## src/rtl/dmem_arb_pkg.sv

```systemverilog
// Shared types and peripheral map for the data-memory arbiter.
// Peripheral addresses are exported for benches and neighbouring blocks.
package dmem_arb_pkg;

  typedef enum logic [1:0] {
    UNLOCKED,
    LOCK0,
    LOCK1
  } arb_state_t;

  localparam logic [31:0] SW_ADDR     = 32'hC000_0000;
  localparam logic [31:0] LED_ADDR    = 32'hC000_0004;
  localparam logic [31:0] DISP_ADDR   = 32'hC000_0008;
  localparam logic [31:0] LETTER_ADDR = 32'hC000_000C;
  localparam logic [31:0] PB_ADDR     = 32'hC000_0010;

endpackage

```

## src/rtl/rr_pick2.sv

```systemverilog
// Two-input round-robin picker, purely combinational.
// last=1 means master 0 wins a tie, last=0 means master 1 does.
module rr_pick2 (
  input  logic [1:0] req,
  input  logic       last,
  output logic [1:0] gnt
);

  assign gnt[0] = req[0] & (~req[1] | last);
  assign gnt[1] = req[1] & (~req[0] | ~last);

endmodule

```

## src/rtl/dmem_arbiter.sv

```systemverilog
// Two-master arbiter for the shared data-memory port.
// Round-robin with a bounded lock for read-modify-write sequences.
module dmem_arbiter
  import dmem_arb_pkg::*;
#(
  parameter int AW       = 32,
  parameter int DW       = 32,
  parameter int MAX_LOCK = 4
) (
  input  logic          clk,
  input  logic          reset,
  input  logic          m0_req,
  input  logic          m0_we,
  input  logic          m0_lock,
  input  logic [AW-1:0] m0_addr,
  input  logic [DW-1:0] m0_wdata,
  output logic          m0_gnt,
  output logic          m0_rvalid,
  output logic [DW-1:0] m0_rdata,
  input  logic          m1_req,
  input  logic          m1_we,
  input  logic          m1_lock,
  input  logic [AW-1:0] m1_addr,
  input  logic [DW-1:0] m1_wdata,
  output logic          m1_gnt,
  output logic          m1_rvalid,
  output logic [DW-1:0] m1_rdata,
  output logic          mem_we,
  output logic [AW-1:0] mem_a,
  output logic [DW-1:0] mem_wd,
  input  logic [DW-1:0] mem_rd
);

  localparam logic [3:0] LMAX     = 4'(MAX_LOCK);
  localparam bit         CAN_LOCK = (MAX_LOCK > 1);

  arb_state_t    r_state;
  logic          r_last;
  logic [3:0]    r_lock_cnt;
  logic [1:0]    r_rvalid;
  logic [DW-1:0] r_rdata0;
  logic [DW-1:0] r_rdata1;

  logic [1:0] w_rr_gnt;
  logic [1:0] w_gnt;
  logic       w_sel1;
  logic       w_any;
  logic       w_win_we;
  logic       w_win_lock;
  logic       w_own_req;
  logic       w_own_lock;
  logic [3:0] w_cnt_nxt;
  logic       w_cnt_max;
  logic       w_rd0;
  logic       w_rd1;

  rr_pick2 u_pick (
    .req  ({m1_req, m0_req}),
    .last (r_last),
    .gnt  (w_rr_gnt)
  );

  always_comb begin
    w_gnt = 2'b00;
    case (r_state)
      UNLOCKED: w_gnt = w_rr_gnt;
      LOCK0:    w_gnt = {1'b0, m0_req};
      LOCK1:    w_gnt = {m1_req, 1'b0};
      default:  w_gnt = 2'b00;
    endcase
  end

  // With no grant the port idles on master 0's inputs.
  assign w_sel1     = w_gnt[1];
  assign w_any      = |w_gnt;
  assign w_win_we   = w_sel1 ? m1_we : m0_we;
  assign w_win_lock = w_sel1 ? m1_lock : m0_lock;

  assign mem_we = w_win_we & w_any;
  assign mem_a  = w_sel1 ? m1_addr : m0_addr;
  assign mem_wd = w_sel1 ? m1_wdata : m0_wdata;

  assign w_own_req  = (r_state == LOCK1) ? m1_req : m0_req;
  assign w_own_lock = (r_state == LOCK1) ? m1_lock : m0_lock;
  assign w_cnt_nxt  = r_lock_cnt + 4'd1;
  assign w_cnt_max  = (w_cnt_nxt == LMAX);

  assign w_rd0 = w_gnt[0] & ~m0_we;
  assign w_rd1 = w_gnt[1] & ~m1_we;

  always_ff @(posedge clk) begin
    if (reset) begin
      r_state    <= UNLOCKED;
      r_last     <= 1'b1;
      r_lock_cnt <= 4'd0;
      r_rvalid   <= 2'b00;
      r_rdata0   <= '0;
      r_rdata1   <= '0;
    end else begin
      r_rvalid <= {w_rd1, w_rd0};
      if (w_rd0) r_rdata0 <= mem_rd;
      if (w_rd1) r_rdata1 <= mem_rd;
      if (w_any) r_last <= w_sel1;
      case (r_state)
        UNLOCKED: begin
          if (w_any && w_win_lock && CAN_LOCK) begin
            r_state    <= w_sel1 ? LOCK1 : LOCK0;
            r_lock_cnt <= 4'd1;
          end
        end
        LOCK0, LOCK1: begin
          // Forced release at MAX_LOCK hands the next tie to the other master.
          if (w_own_req && w_own_lock && !w_cnt_max) begin
            r_lock_cnt <= w_cnt_nxt;
          end else begin
            r_state    <= UNLOCKED;
            r_lock_cnt <= 4'd0;
          end
        end
        default: begin
          r_state    <= UNLOCKED;
          r_lock_cnt <= 4'd0;
        end
      endcase
    end
  end

  assign m0_gnt    = w_gnt[0];
  assign m1_gnt    = w_gnt[1];
  assign m0_rvalid = r_rvalid[0];
  assign m1_rvalid = r_rvalid[1];
  assign m0_rdata  = r_rdata0;
  assign m1_rdata  = r_rdata1;

endmodule

```

## config.mk

```make
export PLATFORM = sky130hd
export DESIGN_NAME = dmem_arbiter
export DESIGN_NICKNAME = d
export VERILOG_FILES = /design/src/rtl/dmem_arb_pkg.sv /design/src/rtl/rr_pick2.sv /design/src/rtl/dmem_arbiter.sv
export SDC_FILE = /design/constraint.sdc
export NUM_CORES = 1
export LEC_CHECK = 0
export BUFFER_PORTS_ARGS = -buffer_cell sky130_fd_sc_hd__buf_4
export CORE_AREA = 2 2 116 118
export DETAILED_ROUTE_END_ITERATION = 8
export DIE_AREA = 0 0 118 120
export RECOVER_POWER = 50
export SYNTH_ARGS = -nofsm -noshare
export SYNTH_HDL_FRONTEND = slang
export SYNTH_SLANG_ARGS = --single-unit
```

## constraint.sdc

```tcl
create_clock -name clk -period 6.3 [get_ports clk]
set_input_delay 0.315 -clock clk [delete_from_list [all_inputs] [get_ports clk]]
set_output_delay 0.315 -clock clk [all_outputs]
set_load 0.02 [all_outputs]
```

* Word level (Yosys, flattened, before mapping)
Index checks and enable logic that the tools add are counted.
** Cells by class
- Reductions and logical operators :: 8
- Equality and inequality tests :: 5
- Bitwise operators :: 12
- Multiplexer cells :: 14
- Add/sub/neg operators :: 1
** Operators by type and width (number)
- $mux W32 :: 2
- $mux W4 :: 2
- $pmux W4 S2 :: 1
- $mux W2 :: 3
- $pmux W2 S3 :: 1
- $and A1 B1 Y1 :: 5
- $not A1 Y1 :: 5
- $add A4 B1 Y4 const B :: 1
- $eq A4 B3 Y1 const B :: 1
- $mux W1 :: 4
- $ne A2 B2 Y1 const B :: 2
- $pmux W2 S2 :: 1
- $reduce_or A2 Y1 :: 2
- $logic_and A1 B1 Y1 :: 3
- $eq A2 B1 Y1 const B :: 1
- $eq A2 B2 Y1 const B :: 1
- $logic_not A2 Y1 :: 1
- $or A1 B1 Y1 :: 2
- $reduce_and A2 Y1 :: 1
- $logic_not A1 Y1 :: 1
** Storage, ports and cells
- Logic and storage cells :: 46
- Output and inout bits :: 133
- Register bits after elaboration :: 73
- Input bits :: 168

* Longest topological paths before layout
Gate-level depths: netlist of the first run.
- Depth after elaboration :: 8
- Mapped depth :: 10
- Depth with buffers taken out :: 7

* By module
Synthesis of the first run repeated with hierarchy kept, for this count alone.
** Second synthesis, totals
- Cells, all modules :: 427
- Area total of the unflattened synthesis :: 3602.2 um^2
** By module, submodules not included
- dmem_arbiter :: sequential area each 1461.4 um^2, area each 3583.4 um^2, times used 1, cells each 424
- rr_pick2 :: sequential area each 0.0 um^2, area each 18.8 um^2, times used 1, cells each 3

* Worst setup path after synthesis of the first run
OpenSTA, ideal clock, no wires.
- Path type :: flip-flop to output port
- Start point :: register r_state[0]
- End point :: output mem_we
- Arrival :: 2.140 ns
- Stages on the path, launching flop included :: 9
- Data required time :: 5.985 ns
- Setup slack :: 3.845 ns
- Buffers on the path :: 3
- Path through :: dfxtp_1 inv_1 ha_1 a21boi_1 o211a_1 buf_6 buf_2 buf_2 o31ai_1
** On the way
- Cells in the longest elaborated chain, start to end :: 4
- Elaborated cells on any way between the ends :: 7
- Those cells by class :: eq/ne (2); mux (2); bitwise (1); reduce/logical (2)
** Ends and longest elaborated chain
- start: declaration :: RTL line dmem_arbiter.sv:37 : arb_state_t r_state;
- start signal: assignment :: RTL line dmem_arbiter.sv:107 : r_state <= w_sel1 ? LOCK1 : LOCK0;
- $eq A2 B2 Y1, or another cell as far along :: RTL line dmem_arbiter.sv:65 : case (r_state)
- $pmux W2 S3 (*) :: RTL line dmem_arbiter.sv:65
- net m1_gnt :: RTL line dmem_arbiter.sv:25 : output logic m1_gnt,
- $mux W1 or $reduce_or A2 Y1 (tied branches) :: RTL line dmem_arbiter.sv:76, dmem_arbiter.sv:75
- $and A1 B1 Y1 (*) :: RTL line dmem_arbiter.sv:79 : assign mem_we = w_win_we & w_any;
- end: declaration :: RTL line dmem_arbiter.sv:28 : output logic mem_we,
The timed path passes the listed nets; every way through them passes the cells marked *.

* Worst setup path after layout of the first run
- Start point :: register r_state[1]
- End point :: register r_rdata0[31] (netlist: m0_rdata[31])
** On the way
- Cells in the longest elaborated chain, start to end :: 3
- Elaborated cells on any way between the ends :: 5
- Those cells by class :: eq/ne (2); mux (1); bitwise (1); reduce/logical (1)
** Ends and longest elaborated chain
- $eq A2 B2 Y1, or another cell as far along :: RTL line dmem_arbiter.sv:65
- $pmux W2 S3 (*) :: RTL line dmem_arbiter.sv:65
- $and A1 B1 Y1 (*) :: RTL line dmem_arbiter.sv:88 : assign w_rd0 = w_gnt[0] & ~m0_we;
- end signal: assignment :: RTL line dmem_arbiter.sv:101 : if (w_rd0) r_rdata0 <= mem_rd;
- end: declaration :: RTL line dmem_arbiter.sv:41 : logic [DW-1:0] r_rdata0;
Every way passes the cells marked *; elsewhere a longest branch is shown, timed or not.
A chain may end at the register's enable or synchronous reset.

==> results_dict.tcl, run 1 <==
set metrics [dict create \
    outcome "finished, violations left" \
    violations "max-capacitance violations, max-slew violations" \
    setup.worst_path.end "m0_rdata[31]" \
    crit_fanout 25 \
    gp_congestion 0.902 \
    routed_via_density 4.61 \
    synthFlopType "dfxtp_1" \
    place_inst 841 \
    final_area_mm2 0.00602 \
    r2r-end "m0_rdata[31]" \
    fin_crit_sh_pct 62.5 \
    yosysWarningCount 0 \
    switchingPower_w 0.000796 \
    fillCellCount 1340 \
    rrSetupSlack_ns 2.36 \
    cts_tree "yes" \
    cp_slowest_cell "clkbuf_1" \
    power.leakage_nw 2.62 \
    grt-ovfl-total 0 \
    synth-seq-cells 73 \
    p_clk_share_pct 26.0 \
    drive_gt1_share_pct 46.7 \
    cts-root-buf "clkbuf_16" \
    cp_top_family "buffers and inverters" \
    drv_slew 26 \
    antenna_found_initial 4 \
    post_cts_buffers 0 \
    dp_hpwl_mm 14.8 \
    start_kind "flip-flop" \
    ant_nets 0 \
    synth_edf_count 0 \
    clk_latency_ns 0.32 \
    max_stage_delay_ns 1.42 \
    synth.most_common_cell "dfxtp_1" \
    ys_seq_area_share_pct 40.9 \
    setup_violations 0 \
    pin_count 301 \
    cp-end-kind "flip-flop" \
    clock_sinks 73 \
    yosysTopAreaCellShare_pct 40.9 \
    combPwrFrac_pct 47.3 \
    hp-class "input port to flip-flop" \
    cts_made_buffers 9 \
    grt_use_total_pct 23.8 \
    synth_commonest_cells "73 x dfxtp_1, 71 x nand2_1, 64 x mux2_2" \
    worst_clock_skew_ns 0.00551 \
    drt-total-wl_mm 17.6 \
    seqPwrFrac_pct 26.7 \
    crit_cells 7 \
    worst-path-buf-inv 2 \
    worst_slew_pin_slew_ns 1.88 \
    grt_pass1_wl_mm 24.8 \
    cts-resized-gates 0 \
    first_pass_iters 4 \
    cpMostUsedCell "nor2_1" \
    die_w_um 118 \
    synthArstFlopShare_pct 0 \
    setup_slack_ns 2.36 \
    p_int_w 0.00126 \
    drt_first_iter_violations 238 \
    htreeDepth 3 \
    wl_per_cell_um 20.6 \
    rsz0062_at_grt "no" \
    startpoint "r_state[1]" \
    worst-setup-path-type "flip-flop to flip-flop" \
    die_h_um 120 \
    grt_max_degree 76 \
    slew_headroom_pct -25.3 \
    core_mm2 0.0130 \
    p_sw_share_pct 38.8 \
    instances_no_fill 858 \
    path_cells "inv_1, ha_1, o2111ai_1, nor2_1, clkbuf_1, mux2i_1, nor2_1" \
    hold_viol_final 0 \
    fmax_mhz 254 \
    area_growth_pct 68.5 \
    synth_nets 562 \
    fin_crit_ns 3.94 \
    clk_pin_slew_ns 0.06 \
    power_density_mw_per_mm2 341 \
    dp_slack_ns 3.32 \
    drc 0 \
    reg2reg_from "r_state[1]" \
    layout.nets 850 \
    post-route-util_pct 46.3 \
    rows 42 \
    dieArea_mm2 0.0142 \
    syn_area_mm2 0.00357 \
    required_ns 6.48 \
    cts_hold_buf 0 \
    grt_pass1_vias 3984 \
    place_area_mm2 0.00597 \
    max_cap_viol_count 1 \
    synth_cells 388 \
    port_buffers 300 \
    cp.arrival_ns 4.11 \
    via_count 3954 \
    synth_top_area_cell "dfxtp_1" \
    cts_buffer_depth 2 \
    fin_tns_setup_ns 0 \
    ys_types 34 \
    r2r_cells 7 \
    vdd_drop_max_uv 159 \
    avgSynthCellArea_um2 9.20 \
    start_util_pct 27.5 \
    synthTopCellsByArea "dfxtp_1 41%, mux2_2 20%, mux2i_1 9.0%" \
]
[layout by cell type (no fill, tap or decap), types with 5 or more instances in the layout]
cell type	synthesis	layout
a21oi_1	35	35
buf_4	0	235
clkbuf_1	19	68
clkbuf_16	0	9
dfxtp_1	73	73
ha_1	6	6
inv_1	6	6
mux2_2	64	64
mux2i_1	32	32
nand2_1	71	71
nor2_1	36	36
o21ai_0	5	5
[final cells by class]
cell class,count,area (µm²),area share [%]
diodes,1,2.50,0.0416
clock buffers,10,239,3.97
clock inverters,6,75.1,1.25
inverters,6,22.5,0.374
multi-input cells,283,1980,32.8
flip-flops and latches,73,1460,24.3
well taps,176,220,3.66
repair buffers,303,2020,33.6
[registers in the layout, indices dropped and copies added (netlist names)]
register    count
r_rvalid        2
r_lock_cnt      4
m0_rdata       32
r_last          1
r_state         2
m1_rdata       32
[worst min-delay path by stage]
| stage | from | end | slack (ns) | cells past startpoint |
|---|---|---|---|---|
| finish | m0_we | r_rvalid[0] | 0.20 | 2 |
| global route | m0_we | r_rvalid[0] | 0.19 | 2 |
| CTS | m0_we | r_rvalid[0] | 0.20 | 2 |
| detailed placement | m1_rdata[25] | m1_rdata[25] | 0.45 | 2 |
| global placement | m1_rdata[31] | m1_rdata[31] | 0.45 | 2 |
| floorplan | m0_we | r_rvalid[0] | 0.39 | 1 |
[power by group through the flow]
stage                     registers [W]  logic, W  clock network (W)
after floorplan                0.000608  0.000532                  0
after global placement         0.000557   0.00101                  0
after detailed placement       0.000559   0.00102                  0
after CTS                      0.000550   0.00102           0.000545
after global routing           0.000556   0.00103           0.000565
final                          0.000549  0.000970           0.000533
[layer usage]
metal  vias to the layer above  part of all wire (%)  track usage [%]
met3                        20                   9.5             10.1
met2                       170                    48             39.4
met1                      1841                    40             27.7
met4                         6                   2.1             8.13
li1                       1917                     -                -
met5                         -                  0.23                0
[through the flow]
stage,hold slack [ns],power (W)
global route,0.186,0.00215
global placement,0.447,0.00157
floorplan,0.394,0.00114
detailed placement,0.448,0.00158
finish,0.195,0.00205
CTS,0.196,0.00212
[cells by family (layout without fill, tap and decap cells)]
family | Yosys count | in the layout | share of synthesized area [%]
compound gates | 55 | 55 | 9.32
fa+ha+maj | 6 | 6 | 2.10
buf+inv | 32 | 325 | 3.78
flops | 73 | 73 | 40.9
mux | 96 | 96 | 29.2
other cells | 0 | 1 | 0
simple gates | 126 | 126 | 14.7
[worst reg2reg max path, stage by stage (launching register included)]
cell	delay, ns
dfxtp_1	0.33
inv_1	0.11
ha_1	0.29
o2111ai_1	0.40
nor2_1	0.85
clkbuf_1	1.42
mux2i_1	0.32
nor2_1	0.07
Power figures use the tool's default switching activity.
==> run 2, diff against run 1 <==
==> constraint.sdc (replaced) <==
create_clock -name clk -period 3.8 [get_ports clk]
set_input_delay 0.19 -clock clk [delete_from_list [all_inputs] [get_ports clk]]
set_output_delay 0.19 -clock clk [all_outputs]
set_load 0.02 [all_outputs]
==> run 2 against run 1 <==
The flow now finishes without violations. Hold slack got worse by 0.12 ns. Critical endpoint is now mem_a[30]. Utilization rose by 0.38 points. Cell count grew 0.12%. Flip-flop and latch count unchanged. Setup slack worse by 1.8 ns. Final area increased by 0.81%. Total power is 72% higher.
==> results_dict.tcl, run 2 (synthesis gave the netlist of run 1 again) <==
set metrics [dict create \
    ant_nets 0 \
    drt-total-wl_mm 17.3 \
    grt_pass1_vias 3790 \
    fin_total_pwr_w 0.00353 \
    htreeDepth 3 \
    grt-ovfl-total 0 \
    grt_max_degree 76 \
    drc 0 \
    clk_latency_ns 0.33 \
    combPwrFrac_pct 46.0 \
    worst_slew_pin_slew_ns 1.00 \
    cts_tree "yes" \
    wl_per_cell_um 20.2 \
    outcome "completed" \
    dieArea_mm2 0.0142 \
    drt_first_iter_violations 203 \
    rows 42 \
    hp-class "input port to flip-flop" \
    cts-root-buf "clkbuf_16" \
    fmax_mhz 313 \
    fin_crit_sh_pct 84.0 \
    hold_viol_final 0 \
    clock_sinks 73 \
    cts-resized-gates 0 \
    clk_pin_slew_ns 0.06 \
    worst_clock_skew_ns 0.00923 \
    p_clk_share_pct 28.3 \
    worst-setup-path-type "flip-flop to output port" \
    cts_made_buffers 9 \
    drive_gt1_share_pct 46.9 \
    power.leakage_nw 2.64 \
    area_growth_pct 69.8 \
    multi_input_area_mm2 0.00198 \
    crit_fanout 71 \
    die_w_um 118 \
    cts_buffer_depth 2 \
    cp.arrival_ns 3.00 \
    dp_hpwl_mm 14.3 \
    port_buffers 300 \
    required_ns 3.61 \
    gp_congestion 0.906 \
    holdCritStartpoint "m0_we" \
    layout.nets 851 \
    mostFrequentLayoutCell "buf_4" \
    start_util_pct 27.5 \
    vdd_drop_max_uv 219 \
    first_pass_iters 4 \
    power_density_mw_per_mm2 583 \
    switchingPower_w 0.00133 \
    drv_slew 0 \
    seqPwrFrac_pct 25.7 \
    grt_pass1_wl_mm 24.0 \
    post-route-util_pct 46.7 \
    core_mm2 0.0130 \
    p_sw_share_pct 37.6 \
    regArea_mm2 0.00146 \
    routed_via_density 4.57 \
    mostFrequentLayoutCells "236 x buf_4, 73 x dfxtp_1, 71 x nand2_1" \
    p_int_w 0.00220 \
    post_cts_buffers 0 \
    fin_tns_setup_ns 0 \
    cts_hold_buf 0 \
    pin_count 301 \
    via_count 3926 \
    grt_use_total_pct 23.2 \
    start_kind "flip-flop" \
    rsz0062_at_grt "no" \
    slew_headroom_pct 33.0 \
    setup_violations 0 \
    reg2reg_from "r_state[1]" \
    fillCellCount 1329 \
    die_h_um 120 \
    cp-end-kind "output port" \
    fin_crit_ns 3.19 \
    max_cap_viol_count 0 \
    antenna_found_initial 2 \
    startpoint "r_state[1]" \
]
-- run 2: cell types whose count changed in the layout (fill, tap and decap cells not counted) --
cell and change:
clkbuf_2 +1, bufinv_16 +2, inv_8 -1, clkbuf_1 -1
buf_4 +1, inv_6 -1
-- run 2: area by class of cell --
type	count	share of cell area (%)
repair buffers	304	33.4
clock inverters	6	1.90
clock buffers	10	3.94
multi-input cells	283	32.6
inverters	6	0.371
diodes	1	0.0413
well taps	176	3.63
flip-flops and latches	73	24.1
-- run 2: layer usage --
layer / part of all wire (%) / global-route usage (%)
met1: 41 / 28.4
met2: 48 / 38.1
met3: 9.0 / 8.75
met4: 2.1 / 6.40
met5: 0.092 / 0
-- run 2: power groups by stage --
stage | combinational (W) | clock [W] | sequential (W)
finish | 0.00162 | 0.00100 | 0.000909
global route | 0.00172 | 0.00105 | 0.000921
CTS | 0.00172 | 0.00102 | 0.000911
detailed placement | 0.00171 | 0 | 0.000927
global placement | 0.00170 | 0 | 0.000924
floorplan | 0.000883 | 0 | 0.00101
-- run 2: final timing paths --
path / slack (ns) / end / cells past startpoint
max: 0.61 / mem_a[30] / 6
min: 0.07 / r_rvalid[0] / 2
max reg2reg: 0.75 / m0_rdata[13] / 7
min reg2reg: 0.45 / m1_rdata[21] / 2
-- run 2: worst max-delay path: stages, from the launching register on --
cell and delay [ns]:
dfxtp_1 0.33, inv_1 0.10, ha_1 0.28, a21boi_0 0.37, o211a_4 0.85, mux2_2 0.51, buf_4 0.19
-- run 2: stage by stage --
| stage | cell area (µm²) | std cells | hold WS [ns] | setup slack, ns |
|---|---|---|---|---|
| floorplan | 3570 | 388 | 0.269 | 1.47 |
| global placement | 5980 | 842 | 0.428 | 1.09 |
| detailed placement | 5980 | 842 | 0.437 | 1.03 |
| CTS | 6330 | 858 | 0.0805 | 0.671 |
| global route | 6060 | 858 | 0.0671 | 0.378 |
| finish | 6060 | 859 | 0.0723 | 0.606 |
==> run 3, diff against run 2 <==
==> constraint.sdc (replaced) <==
create_clock -name clk -period 2.8 [get_ports clk]
set_input_delay 0.14 -clock clk [delete_from_list [all_inputs] [get_ports clk]]
set_output_delay 0.14 -clock clk [all_outputs]
set_load 0.02 [all_outputs]
==> run 3 against run 2 <==
Die area did not move. Global-route usage rose by 0.97 points. First-iteration DRC count rose by 48%. Sequential power rose by 36%.
==> results_dict.tcl, run 3 (synthesis gave the netlist of run 1 again) <==
set metrics [dict create \
    outcome "completed" \
    vdd_drop_max_uv 299 \
    fin_tns_setup_ns 0 \
    worst_clock_skew_ns 0.00845 \
    slew_headroom_pct 46.8 \
    first_pass_iters 5 \
    hp-class "input port to flip-flop" \
    hold_path_end "r_rvalid[0]" \
    mostFrequentLayoutCell "buf_4" \
    cts_tree "yes" \
    grt_pass1_vias 3899 \
    htreeDepth 3 \
    cts-root-buf "clkbuf_16" \
    cp.arrival_ns 2.50 \
    area_growth_pct 70.3 \
    dieArea_mm2 0.0142 \
    grt_use_total_pct 24.1 \
    place_area_mm2 0.00602 \
    worst-setup-path-type "flip-flop to output port" \
    cp-end-kind "output port" \
    fin_crit_sh_pct 94.2 \
    layout.nets 858 \
    fin_crit_ns 2.64 \
    power_density_mw_per_mm2 771 \
    rows 42 \
    start_kind "flip-flop" \
    drt_first_iter_violations 301 \
    grt_max_degree 76 \
    worst_slew_pin_slew_ns 0.799 \
    final_area_mm2 0.00608 \
    via_count 3970 \
    drv_slew 0 \
    gp_congestion 0.938 \
    routed_via_density 4.59 \
    grt-ovfl-total 0 \
    instances_no_fill 865 \
    required_ns 2.66 \
    fmax_mhz 379 \
    crit_fanout 19 \
    wl_per_cell_um 20.6 \
    core_mm2 0.0130 \
    grt_pass1_wl_mm 24.8 \
    clk_pin_slew_ns 0.06 \
    port_buffers 300 \
    die_w_um 118 \
    drt-total-wl_mm 17.8 \
    start_util_pct 27.5 \
    fillCellCount 1309 \
    place_inst 847 \
    min_path_cells 2 \
    setup_violations 0 \
    die_h_um 120 \
    clock_sinks 73 \
    n_antenna_cell 0 \
    antenna_found_initial 0 \
    r2r-end "r_lock_cnt[3]" \
    multi_input_area_mm2 0.00200 \
    cts_buffer_depth 2 \
    pin_count 301 \
    dp_hpwl_mm 14.6 \
    hold_viol_final 0 \
    rrSetupSlack_ns 0.21 \
    regArea_mm2 0.00146 \
    startpoint "r_state[1]" \
    drive_gt1_share_pct 47.3 \
    holdCritStartpoint "m0_we" \
    mostFrequentLayoutCells "236 x buf_4, 73 x dfxtp_1, 71 x nand2_1" \
    rsz0062_at_grt "no" \
    clk_latency_ns 0.33 \
    drc 0 \
    cts_made_buffers 9 \
    r2r_cells 7 \
    ant_nets 0 \
    power.leakage_nw 2.66 \
    max_cap_viol_count 0 \
    reg2reg_from "r_state[0]" \
]
## run 3: cell types whose count changed in the layout (fill, tap and decap cells not counted), sizes merged
cell | before | now
buf | 236 | 238
clkinv | 2 | 4
bufinv | 3 | 1
clkbuf | 78 | 83
diode | 1 | 0
o211a | 1 | 2
clkinvlp | 1 | 0
## run 3: per-layer routing
metal	global-route usage, %	up-vias	wire, µm
met5	0	-	0
met4	9.94	0	506
met3	8.03	21	1820
met2	38.7	203	8300
met1	29.8	1814	7200
li1	-	1932	-
## run 3: through the flow
stage | utilization [%] | hold WS (ns) | power, W | setup slack (ns)
4_1_cts | 48.8 | 0.0250 | 0.00482 | 0.0756
3_5_place_dp | 46.4 | 0.383 | 0.00360 | 0.285
3_3_place_gp | 46.4 | 0.373 | 0.00357 | 0.383
6_report | 46.8 | 0.0438 | 0.00469 | 0.163
2_1_floorplan | - | 0.219 | 0.00257 | 0.520
5_1_grt | 46.8 | 0.0309 | 0.00492 | 0.0302
## run 3: worst max path at each step
stage	endpoint	slack (ns)	depth (start not counted)
finish	mem_a[10]	0.16	6
global route	mem_wd[21]	0.03	7
CTS	mem_wd[31]	0.08	7
detailed placement	mem_wd[31]	0.29	7
global placement	mem_wd[3]	0.38	7
floorplan	mem_we	0.52	8
## run 3: final cells by class
cell class / instances / area share [%]
Clock buffer: 11 / 4.16
Tap cell: 176 / 3.62
Clock inverter: 5 / 0.885
Inverter: 6 / 0.370
Multi-Input combinational cell: 284 / 32.9
Sequential cell: 73 / 24.0
Timing Repair Buffer: 310 / 34.0
## run 3: power by group
part | total, W | internal, W | leakage [nW] | switching (W)
combinational | 0.00228 | 0.000979 | 1.91 | 0.00130
sequential | 0.00124 | 0.00116 | 0.595 | 0.0000736
clock | 0.00117 | 0.000735 | 0.155 | 0.000440
total | 0.00469 | 0.00288 | 2.66 | 0.00181
## run 3: worst max-delay path, stage by stage, from the launching register on
cell and delay [ns]:
dfxtp_1 0.32, inv_1 0.10, ha_1 0.29, a21boi_2 0.31, o211a_2 0.55, mux2_2 0.41
buf_4 0.17
## run 3: repair_timing
action | 4_1_cts | 5_1_grt
pin swaps | 1 | 1
setup buffers | 0 | 1
cloned | 1 | 0
resized for setup | 1 | 0
setup endpoints to repair | 29 | 18
hold buffers | 0 | 0
